### src/rtl/shift_sequencer_ctrl_if.sv
// Handshake/data bundle between the ALU pipeline and the iterative shift unit.
//   master : pipeline side  - drives start, flush, op, data_in, shamt
//   slave  : shifter side   - drives ready, busy, done, result
interface shift_sequencer_ctrl_if #(
  parameter int unsigned DATA_W  = 32,
  parameter int unsigned SHAMT_W = 5
);
  logic               start;
  logic               flush;
  logic [1:0]         op;
  logic [DATA_W-1:0]  data_in;
  logic [SHAMT_W-1:0] shamt;
  logic               ready;
  logic               busy;
  logic               done;
  logic [DATA_W-1:0]  result;

  modport master (
    output start, flush, op, data_in, shamt,
    input  ready, busy, done, result
  );

  modport slave (
    input  start, flush, op, data_in, shamt,
    output ready, busy, done, result
  );
endinterface

### src/rtl/shift_sequencer_ctrl.sv
// Iterative shift unit: applies one fixed power-of-two shift step per cycle
// (distance 2^step, step = 0..SHAMT_W-1), gated by the matching shamt bit.
// Supports SLL, SRL, SRA and ROL with a start/ready/busy/done handshake.
//   clock : rising-edge clock
//   reset : asynchronous, active-high reset
//   bus   : slave side of shift_sequencer_ctrl_if (start/flush/op/data_in/shamt
//           in; ready/busy/done/result out, all registered)
module shift_sequencer_ctrl #(
  parameter int unsigned DATA_W  = 32,
  parameter int unsigned SHAMT_W = 5
) (
  input  logic                   clock,
  input  logic                   reset,
  shift_sequencer_ctrl_if.slave  bus
);

  localparam int unsigned STEP_W    = (SHAMT_W > 1) ? $clog2(SHAMT_W) : 1;
  localparam int unsigned LAST_STEP = SHAMT_W - 1;

  typedef enum logic [1:0] {IDLE, SHIFT, DONE} state_e;
  typedef enum logic [1:0] {OP_SLL, OP_SRL, OP_SRA, OP_ROL} op_e;

  state_e             state_q, state_d;
  logic [STEP_W-1:0]  step_q, step_d;
  op_e                op_q, op_d;
  logic [SHAMT_W-1:0] shamt_q, shamt_d;
  logic [DATA_W-1:0]  result_q, result_d;
  logic               done_q, done_d;
  logic               busy_q, busy_d;
  logic               ready_q, ready_d;

  logic               accept_c;
  logic [DATA_W-1:0]  shifted_c;

  // One fixed-distance step, selected by the current step index.
  always_comb begin
    shifted_c = result_q;
    for (int k = 0; k < int'(SHAMT_W); k++) begin
      if (step_q == STEP_W'(k)) begin
        case (op_q)
          OP_SLL:  shifted_c = result_q << (2**k);
          OP_SRL:  shifted_c = result_q >> (2**k);
          OP_SRA:  shifted_c = DATA_W'($signed(result_q) >>> (2**k));
          default: shifted_c = (result_q << (2**k)) | (result_q >> (DATA_W - 2**k));
        endcase
      end
    end
  end

  assign accept_c = bus.start & ready_q & ~bus.flush;

  // Next-state and next-output logic.
  always_comb begin
    state_d  = state_q;
    step_d   = step_q;
    op_d     = op_q;
    shamt_d  = shamt_q;
    result_d = result_q;

    case (state_q)
      SHIFT: begin
        if (shamt_q[step_q]) begin
          result_d = shifted_c;
        end
        step_d = step_q + STEP_W'(1);
        if (step_q == STEP_W'(LAST_STEP)) begin
          state_d = DONE;
          step_d  = '0;
        end
      end
      DONE: begin
        state_d = IDLE;
      end
      default: begin
        state_d = IDLE;
      end
    endcase

    // Accept from IDLE or DONE (back-to-back) reloads operands.
    if (accept_c) begin
      state_d  = SHIFT;
      step_d   = '0;
      op_d     = op_e'(bus.op);
      shamt_d  = bus.shamt;
      result_d = bus.data_in;
    end

    // Flush wins over everything; result keeps its partial value.
    if (bus.flush) begin
      state_d  = IDLE;
      step_d   = '0;
      result_d = result_q;
    end

    // Status outputs are registered, so they are decoded from the next state.
    done_d  = (state_d == DONE);
    busy_d  = (state_d == SHIFT);
    ready_d = (state_d != SHIFT);
  end

  // State and output registers.
  always_ff @(posedge clock or posedge reset) begin
    if (reset) begin
      state_q  <= IDLE;
      step_q   <= '0;
      op_q     <= OP_SLL;
      shamt_q  <= '0;
      result_q <= '0;
      done_q   <= 1'b0;
      busy_q   <= 1'b0;
      ready_q  <= 1'b1;
    end else begin
      state_q  <= state_d;
      step_q   <= step_d;
      op_q     <= op_d;
      shamt_q  <= shamt_d;
      result_q <= result_d;
      done_q   <= done_d;
      busy_q   <= busy_d;
      ready_q  <= ready_d;
    end
  end

  assign bus.ready  = ready_q;
  assign bus.busy   = busy_q;
  assign bus.done   = done_q;
  assign bus.result = result_q;

endmodule

### src/flat_wrapper.sv
// flat-port wrapper written by rule: the top's interface ports become plain ports
module shift_sequencer_ctrl_flat 
#(
  parameter int unsigned DATA_W  = 32,
  parameter int unsigned SHAMT_W = 5
)
  (clock, reset, bus_start, bus_flush, bus_op, bus_data_in, bus_shamt, bus_ready, bus_busy, bus_done, bus_result);
  shift_sequencer_ctrl_if #(.DATA_W(DATA_W), .SHAMT_W(SHAMT_W)) bus_i ();
  input  logic clock;
  input  logic reset;
  input wire logic [$bits(bus_i.start)-1:0] bus_start;
  input wire logic [$bits(bus_i.flush)-1:0] bus_flush;
  input wire logic [$bits(bus_i.op)-1:0] bus_op;
  input wire logic [$bits(bus_i.data_in)-1:0] bus_data_in;
  input wire logic [$bits(bus_i.shamt)-1:0] bus_shamt;
  output wire logic [$bits(bus_i.ready)-1:0] bus_ready;
  output wire logic [$bits(bus_i.busy)-1:0] bus_busy;
  output wire logic [$bits(bus_i.done)-1:0] bus_done;
  output wire logic [$bits(bus_i.result)-1:0] bus_result;
  assign bus_i.start = bus_start;
  assign bus_i.flush = bus_flush;
  assign bus_i.op = bus_op;
  assign bus_i.data_in = bus_data_in;
  assign bus_i.shamt = bus_shamt;
  assign bus_ready = bus_i.ready;
  assign bus_busy = bus_i.busy;
  assign bus_done = bus_i.done;
  assign bus_result = bus_i.result;
  shift_sequencer_ctrl #(.DATA_W(DATA_W), .SHAMT_W(SHAMT_W)) u_core (.clock(clock), .reset(reset), .bus(bus_i));
endmodule
### config.mk
export PLATFORM = sky130hd
export DESIGN_NAME = shift_sequencer_ctrl_flat
export DESIGN_NICKNAME = d
export VERILOG_FILES = /design/src/rtl/shift_sequencer_ctrl_if.sv /design/src/rtl/shift_sequencer_ctrl.sv /design/src/flat_wrapper.sv
export SDC_FILE = /design/constraint.sdc
export NUM_CORES = 1
export LEC_CHECK = 0
export CAP_MARGIN = 10
export CORE_ASPECT_RATIO = 1.1
export CORE_UTILIZATION = 49
export CTS_CLUSTER_SIZE = 28
export DETAILED_ROUTE_END_ITERATION = 12
export PLACE_DENSITY = 0.78
export SLEW_MARGIN = 20
export SYNTH_ARGS = -nofsm -noshare
export SYNTH_HDL_FRONTEND = slang
export SYNTH_SLANG_ARGS = --single-unit
### constraint.sdc
create_clock -name clock -period 2.4 [get_ports clock]
set_input_delay 0.36 -clock clock [delete_from_list [all_inputs] [get_ports clock]]
set_output_delay 0.36 -clock clock [all_outputs]
set_load 0.03 [all_outputs]
# After elaboration in Yosys (flattened, before gate mapping)
# Index checks and enable logic that the tools add are counted.
[totals]
regBits = 47
elab_cells = 65
inputBits = 43
out_inout_bits = 35
[classes]
addsub = 1
eq_ne = 15
order_cmp = 1
n_reduce_logical = 8
n_bitwise = 8
mux = 23
[ops]
columns = ["op", "n"]
rows = [
  ["$pmux 32 s3", 5],
  ["$mux 32", 8],
  ["$or 32x1->32", 1],
  ["$or 32x16->32", 1],
  ["$or 32x2->32", 1],
  ["$or 32x4->32", 1],
  ["$or 32x8->32", 1],
  ["$ne 3x2->1 const B", 5],
  ["$mux 3", 4],
  ["$reduce_and 9->1", 1],
  ["$mux 2", 4],
  ["$eq 2x1->1 const B", 3],
  ["$eq 3x2->1 const B", 2],
  ["$reduce_bool 6->1", 1],
  ["$eq 2x2->1 const B", 2],
  ["$lt 3x4->1 const B", 1],
  ["$reduce_and 4->1", 1],
  ["$reduce_bool 2->1", 2],
  ["$add 3x1->3 const B", 1],
  ["$bmux 1 s3", 1],
  ["$eq 3x1->1 const B", 1],
  ["$eq 3x3->1 const B", 1],
  ["$logic_not 3->1", 1],
  ["$reduce_bool 3->1", 1],
  ["5 further kinds", 6],
]

# Logic depth before layout (Yosys ltp)
[depth]
ltp_word = 10
ltp_mapped = 10
depth_no_buf = 8

# Worst setup path after synthesis
# OpenSTA, ideal clock, no wires.
[synth_timing]
kind = "flip-flop to flip-flop"
from = "register u_core.step_q[0]"
to = "register u_core.result_q[23] (netlist: u_core.bus.result[23])"
required_ns = 2.318
path_stages_with_launch = 9
path_slack_ns = 0.205
n_path_buf = 1
period_less_slack_ns = 2.195
arrival_time_ns = 2.113
setup_time_ns = 0.082
cell_sequence = "dfrtp_1 ha_1 ha_1 a21bo_1 or2_2 buf_2 o22ai_1 or4_1 a31oi_1"
[synth_between]
elab_chain_cells = 8
word_cells_on_any_way = 17
classes_between = "eq/ne (4); mux (9); reduce/logical (4)"
[synth_lines]
columns = ["item", "line", "source"]
rows = [
  ["start, declared", "shift_sequencer_ctrl.sv:24", "logic [STEP_W-1:0] step_q, step_d;"],
  ["start signal, assigned", "shift_sequencer_ctrl.sv:114", "step_q <= step_d;"],
  ["$eq 3x1->1", "shift_sequencer_ctrl.sv:39", "if (step_q == STEP_W'(k)) begin"],
  ["$mux 32 (4 in a row)", "shift_sequencer_ctrl.sv:39", ""],
  ["$mux 32", "shift_sequencer_ctrl.sv:62", "if (shamt_q[step_q]) begin"],
  ["$mux 32", "shift_sequencer_ctrl.sv:60", "case (state_q)"],
  ["$mux 32", "shift_sequencer_ctrl.sv:80", "if (accept_c) begin"],
  ["end signal, assigned", "shift_sequencer_ctrl.sv:117", "result_q <= result_d;"],
  ["end, declared", "shift_sequencer_ctrl.sv:27", "logic [DATA_W-1:0] result_q, result_d;"],
]
# Parallel ways exist; a longest one is shown, timed or not. The select of a mux whose other input is x is not followed.
# A chain may end at the register's enable or synchronous reset.

# Worst setup path in the final report
[layout_timing]
from = "register u_core.step_q[0]"
to = "register u_core.result_q[29] (netlist: u_core.bus.result[29])"
# The elaborated chain is that of the path after synthesis.

==> key figures <==
Setup path
  – CP required: 2590 ps
  – CP Class: flop to flop
  – Crit path max-delay cell type: dfrtp_1
  – Crit path max fanout: 23
  – Crit path cell chain: buf_4 -> mux2_2 -> a21oi_1 -> o22ai_1 -> a31o_2 -> buf_12 -> o22ai_1 -> a21oi_1
  – Startpoint types: flop
  – WP buf/inv: 2
  – CP endpoint kind: flop
  – Crit path max-delay family: compound AO/OA/AOI/OAI gates
  – WP data arrival: 2460 ps
  – Delay of the slowest critical-path stage: 430 ps

Clocking
  – CTS Buf Count: 5
  – Hold Buf Count CTS: 0
  – Root Buffer: clkbuf_8
  – Clk_lat worst skew: 320 ps
  – CTS H-tree depth: 2
  – CTS Sinks: 47
  – Reg clk slew, reported paths: 110 ps
  – CTS tree: yes
  – Clk buf depth: 2

Logic synthesis
  – Mapped Cells: 576
  – Synth Flop Type: dfrtp_1
  – Number of flops mapped to enable cells by yosys: 0
  – Register area share after synthesis: 27.92%
  – Top-area cell type share of the netlist area: 27.30%
  – Commonest cells in the netlist: a21oi_1 (110), nand2_1 (74), dfrtp_1 (46), nand3_1 (39), o22ai_1 (30)
  – Async S/R FF share, synth: 100.0%
  – Netlist Area Pre-Place: 0.004217 mm²
  – Top cell type by total area after synthesis: dfrtp_1
  – Yosys cell types: 51
  – Most frequent cell after synthesis: a21oi_1
  – Mean Syn Cell Area: 7.320 µm²
  – Synth top area cells: dfrtp_1 (27%), a21oi_1 (13%), nand2_1 (6.6%)
  – Synth Register Bits: 47
  – Ys Warns: 0
  – Synth Net Count: 624

Routing
  – Final wirelength: 17600 µm
  – Starting DRT DRC Count: 769
  – Post-route ant nets: 0
  – DR DRC count: 0
  – Routed vias: 5178
  – DR pass1 iterations: 5
  – Avg WL per Cell: 23.16 µm
  – Routed vias/inst: 6.813

Finish
  – N_diodes: 0
  – Area delta synth->final: 26.53%
  – Final instance area: 0.005335 mm²
  – Nets: 696
  – Layout cells sized above 1: 12.48%
  – Fin util: 63.78%

Die
  – Placement Rows: 35
  – Core Region: 0.008364 mm²
  – IO Count: 78
  – Die area: 0.008980 mm²
  – Die height: 99.29 µm
  – DIE WIDTH: 90.45 µm
  – Starting density of the core: 50.41%

Power and ir drop
  – Leak Pwr: 2.125 nW
  – Pwr per Cell Area: 941.2 mW/mm²
  – Worst vdd ir: 0.7824 mV
  – Power, Total: 0.005021 W

Flow run
  – Max-cap violations: 0

Global route
  – Vias in the first global route: 5051
  – Pin count of the biggest net entering global routing: 40
  – First-pass GRT wire length: 28060 µm
  – Global route total overflow: 0
  – GRT Total Usage: 40.24%
  – Initial antenna violation count: 0

Status
  – Status: completed

Placement
  – Buffers on Ports: 77
  – Placed Area: 0.005207 mm²
  – Dpl hpwl: 12520 µm
  – RePlAce Congestion: 1.082

Timing
  – Count of pins over their slew limit: 0
  – Slew @ Worst Pin: 547.9 ps
  – Final setup viols: 0
  – Unrepaired setup endpoints after global routing: false
  – Fmax: 0.4397 GHz
  – Final worst clock skew: 12.13 ps
  – Fin crit share: 94.76%
  – Max-slew headroom at the worst pin: 63.01%
  – Setup TNS: 0 ps
  – Hold_ws: 370.7 ps
  – Final Hold Viols: 0
  – Min Tclk post-route: 2274 ps

Worst hold path
  – Worst hold path type: input pin to async pin
==> final timing paths <==
kind / from / endpoint / slack (ps) / cells after the start
min in group clock: u_core.shamt_q[4] / u_core.shamt_q[4] / 490 / 2
worst max register to register: u_core.step_q[0] / u_core.bus.result[29] / 130 / 8
max in group asynchronous: reset / u_core.bus.result[4] / 1500 / 3
worst min-delay path: reset / u_core.step_q[0] / 370 / 2
worst min register to register: u_core.shamt_q[4] / u_core.shamt_q[4] / 490 / 2
worst max-delay path: u_core.step_q[0] / u_core.bus.result[29] / 130 / 8
==> registers in the layout (all words and copies together), names as in the netlist <==
signal / count
u_core.bus.result: 32
u_core.shamt_q: 5
u_core.step_q: 3
u_core.op_q: 2
u_core.state_q: 2
u_core.bus.busy: 1
u_core.bus.done: 1
u_core.bus.ready: 1
==> per-layer routing <==
layer,GRT usage [%],up-vias,wire [µm]
li1,-,2313,-
met1,50.84,2384,6767
met2,67.29,409,8095
met3,6.728,72,1779
met4,19.11,0,961
met5,0,-,0
==> cells in the final DEF (no fill, tap or decap), drive strengths merged, types with 19 or more instances in the layout <==
cell           Yosys  layout
o22ai             30      30
o21ai             28      28
nand2             78      78
buf               38      41
nor4              19      19
nand3             39      39
nor2              29      29
a21oi            110     110
clkdlybuf4s50      0      77
dfrtp             46      46
==> worst reg2reg max path: stages (launching register included) <==
cell and delay (ps):
dfrtp_1 430, buf_4 180, mux2_2 340, a21oi_1 190, o22ai_1 120, a31o_2 340, buf_12 210, o22ai_1 260
a21oi_1 80
==> stage by stage <==
step,std cells,worst slack [ps]
after detailed placement,752,81.36
final,760,125.7
after floorplan,576,204.6
after global routing,760,13.97
after CTS,760,51.03
after global placement,752,205.3
==> cells by family after synthesis <==
family,Yosys count,synth area share (%)
AOI/OAI and AO/OA,232,33.53
buffers and inverters,64,8.131
DFF,47,27.92
xor gates and xnor gates,1,0.6529
adders and majority gates,5,1.484
and+or+nand+nor,219,26.20
muxes,8,2.077
==> area by class of cell <==
type	instances	area (µm²)
timing repair buffer	118	1154
clock buffer	5	68.82
tap	111	138.9
inverter	11	41.29
clock inverter	3	47.55
fill	755	3029
multi-input combinational	465	2706
sequential	47	1179
==> power by group <==
group | total, W | internal (W) | switching [W] | leakage [nW]
registers | 0.00153 | 0.000987 | 0.000546 | 0.540
logic | 0.00285 | 0.00116 | 0.00169 | 1.53
clock network | 0.000643 | 0.000317 | 0.000326 | 0.0587
==> what timing repair did <==
| action | CTS | global route |
|---|---|---|
| setup endpoints to repair | 0 | 17 |
| gates resized for setup | 0 | 7 |
| setup buffers | 0 | 0 |
(Power assumes the default switching activity.)
==> RTL edit (config.mk and constraints unchanged) <==
The 3 states of `state_e` get a one-hot encoding in 3 bits.
--- a/src/rtl/shift_sequencer_ctrl.sv
+++ b/src/rtl/shift_sequencer_ctrl.sv
@@ -18,5 +18,5 @@
   localparam int unsigned LAST_STEP = SHAMT_W - 1;
 
-  typedef enum logic [1:0] {IDLE, SHIFT, DONE} state_e;
+  typedef enum logic [2:0] {IDLE = 3'b001, SHIFT = 3'b010, DONE = 3'b100} state_e;
   typedef enum logic [1:0] {OP_SLL, OP_SRL, OP_SRA, OP_ROL} op_e;
 
Formal check against the unedited RTL: no difference found for any inputs over 4 cycles, from zero or initial values and one cycle with reset high; so few cycles prove little.
==> RTL edit against the unedited design <==
Area after synthesis rose by 10%; sequential cell count rose by 1; cell area rose by 7.9%; worst hold slack improved by 0.062 ns; total power fell by 16%; sequential power fell by 9%; via count rose by 4.4%; largest cell class unchanged; worst setup slack got worse by 0.035 ns; fmax fell by 1.5%; routed wire length rose by 5.3%; core utilization rose by 0.10 points; combinational power fell by 22%; die area rose by 9.9%.
==> RTL edit: results (changes against the unedited design) <==
CP max FO 8 (was 23); origin of the critical flop-to-flop path u_core.step_q[1] (was u_core.step_q[0]); Synth top cells by count nand2_1 (123), a21oi_1 (66), clkbuf_1 (49) (was a21oi_1 (110), nand2_1 (74), dfrtp_1 (46)); Synth cell types 57 (was 51); first-pass GRT wire length 29.10 mm (was 28.06 mm); per-cell routed wire length 23.52 um (was 23.16 um); final net count 721 (was 696); Via Count 5404 (was 5178); Synth area leaders dfrtp_1 (25%), mux2i_1 (10%), nand2_1 (9.9%), a21oi_1 (7.1%), a31oi_1 (4.4%) (was dfrtp_1 (27%), a21oi_1 (13%), nand2_1 (6.6%), nand3_1 (4.6%), o22ai_1 (4.5%)); CP arrival 2.52 ns (was 2.46 ns); R2R setup slack 0.09 ns (was 0.13 ns); static leakage power 2.329 nW (was 2.125 nW); clk_skew 0.006444 ns (was 0.01213 ns); syn nets 673 (was 624); share of cells above drive strength 1 0.1157 (was 0.1248); crit-path max cell delay 0.47 ns (was 0.43 ns); dpl hpwl 13.35 mm (was 12.52 mm); pin count of the biggest net entering global routing 45 (was 40); met2 Usage GRT 0.5920 (was 0.6729); M3 GR Usage 0.07091 (was 0.06728); reg2reg path depth 7 (was 8); status finished, final reports clean (unchanged); M1 GR Usage 0.5174 (was 0.5084); RR Endpoint u_core.bus.result[17] (was u_core.bus.result[29]); VDD IR max 0.6066 mV (was 0.7824 mV); post-synthesis sequential area ratio 0.2592 (was 0.2792); WHS 0.4327 ns (was 0.3707 ns); vias in the first global route 5223 (was 5051); initial drt markers 736 (was 769); Final GP Congestion 0.9823 (was 1.082)
-- RTL edit: power breakdown --
part           switching (mW)  internal, mW
Sequential              0.443         0.943
Combinational            1.27         0.954
Clock                   0.303         0.310
-- RTL edit: worst min-delay path by stage --
stage	startpoint	endpoint
5_1_grt	reset	u_core.bus.result[28]
2_1_floorplan	bus_flush	u_core.bus.done
6_report	reset	u_core.bus.result[27]
3_3_place_gp	u_core.shamt_q[4]	u_core.shamt_q[4]
4_1_cts	reset	u_core.bus.result[29]
3_5_place_dp	u_core.shamt_q[1]	u_core.shamt_q[1]
-- RTL edit: logic make-up after synthesis --
group                      count (synthesis)  synth area share
AOI/OAI and AO/OA                        221            0.3095
xor gates and xnor gates                   2          0.003772
adders and majority gates                  5           0.01347
buffers and inverters                     87           0.08163
DFF                                       48            0.2592
muxes                                     62            0.1422
and+or+nand+nor                          200            0.1902
-- RTL edit: final cells by class --
type / instances / area (sq um) / area share
clock buffers: 6 / 72.57 / 0.01261
clock inverters: 2 / 35.03 / 0.006087
inverters: 10 / 37.54 / 0.006522
multi-input cells: 490 / 3110 / 0.5404
flip-flops and latches: 48 / 1204 / 0.2091
well taps: 114 / 142.6 / 0.02478
repair buffers: 118 / 1154 / 0.2004
-- RTL edit: stage by stage --
stage / instances / util / worst slack, ns
detailed placement: 780 / 0.6244 / 0.06053
floorplan: 625 / - / 0.3079
finish: 788 / 0.6389 / 0.09059
CTS: 788 / 0.6364 / 0.04606
global route: 788 / 0.6389 / 0.005613
global placement: 780 / 0.6244 / 0.09504
-- RTL edit: per-layer routing --
metal,routed length (um),share of wire
met1,7077,0.38
met2,8372,0.45
met3,2211,0.12
met4,875,0.047
met5,0,0
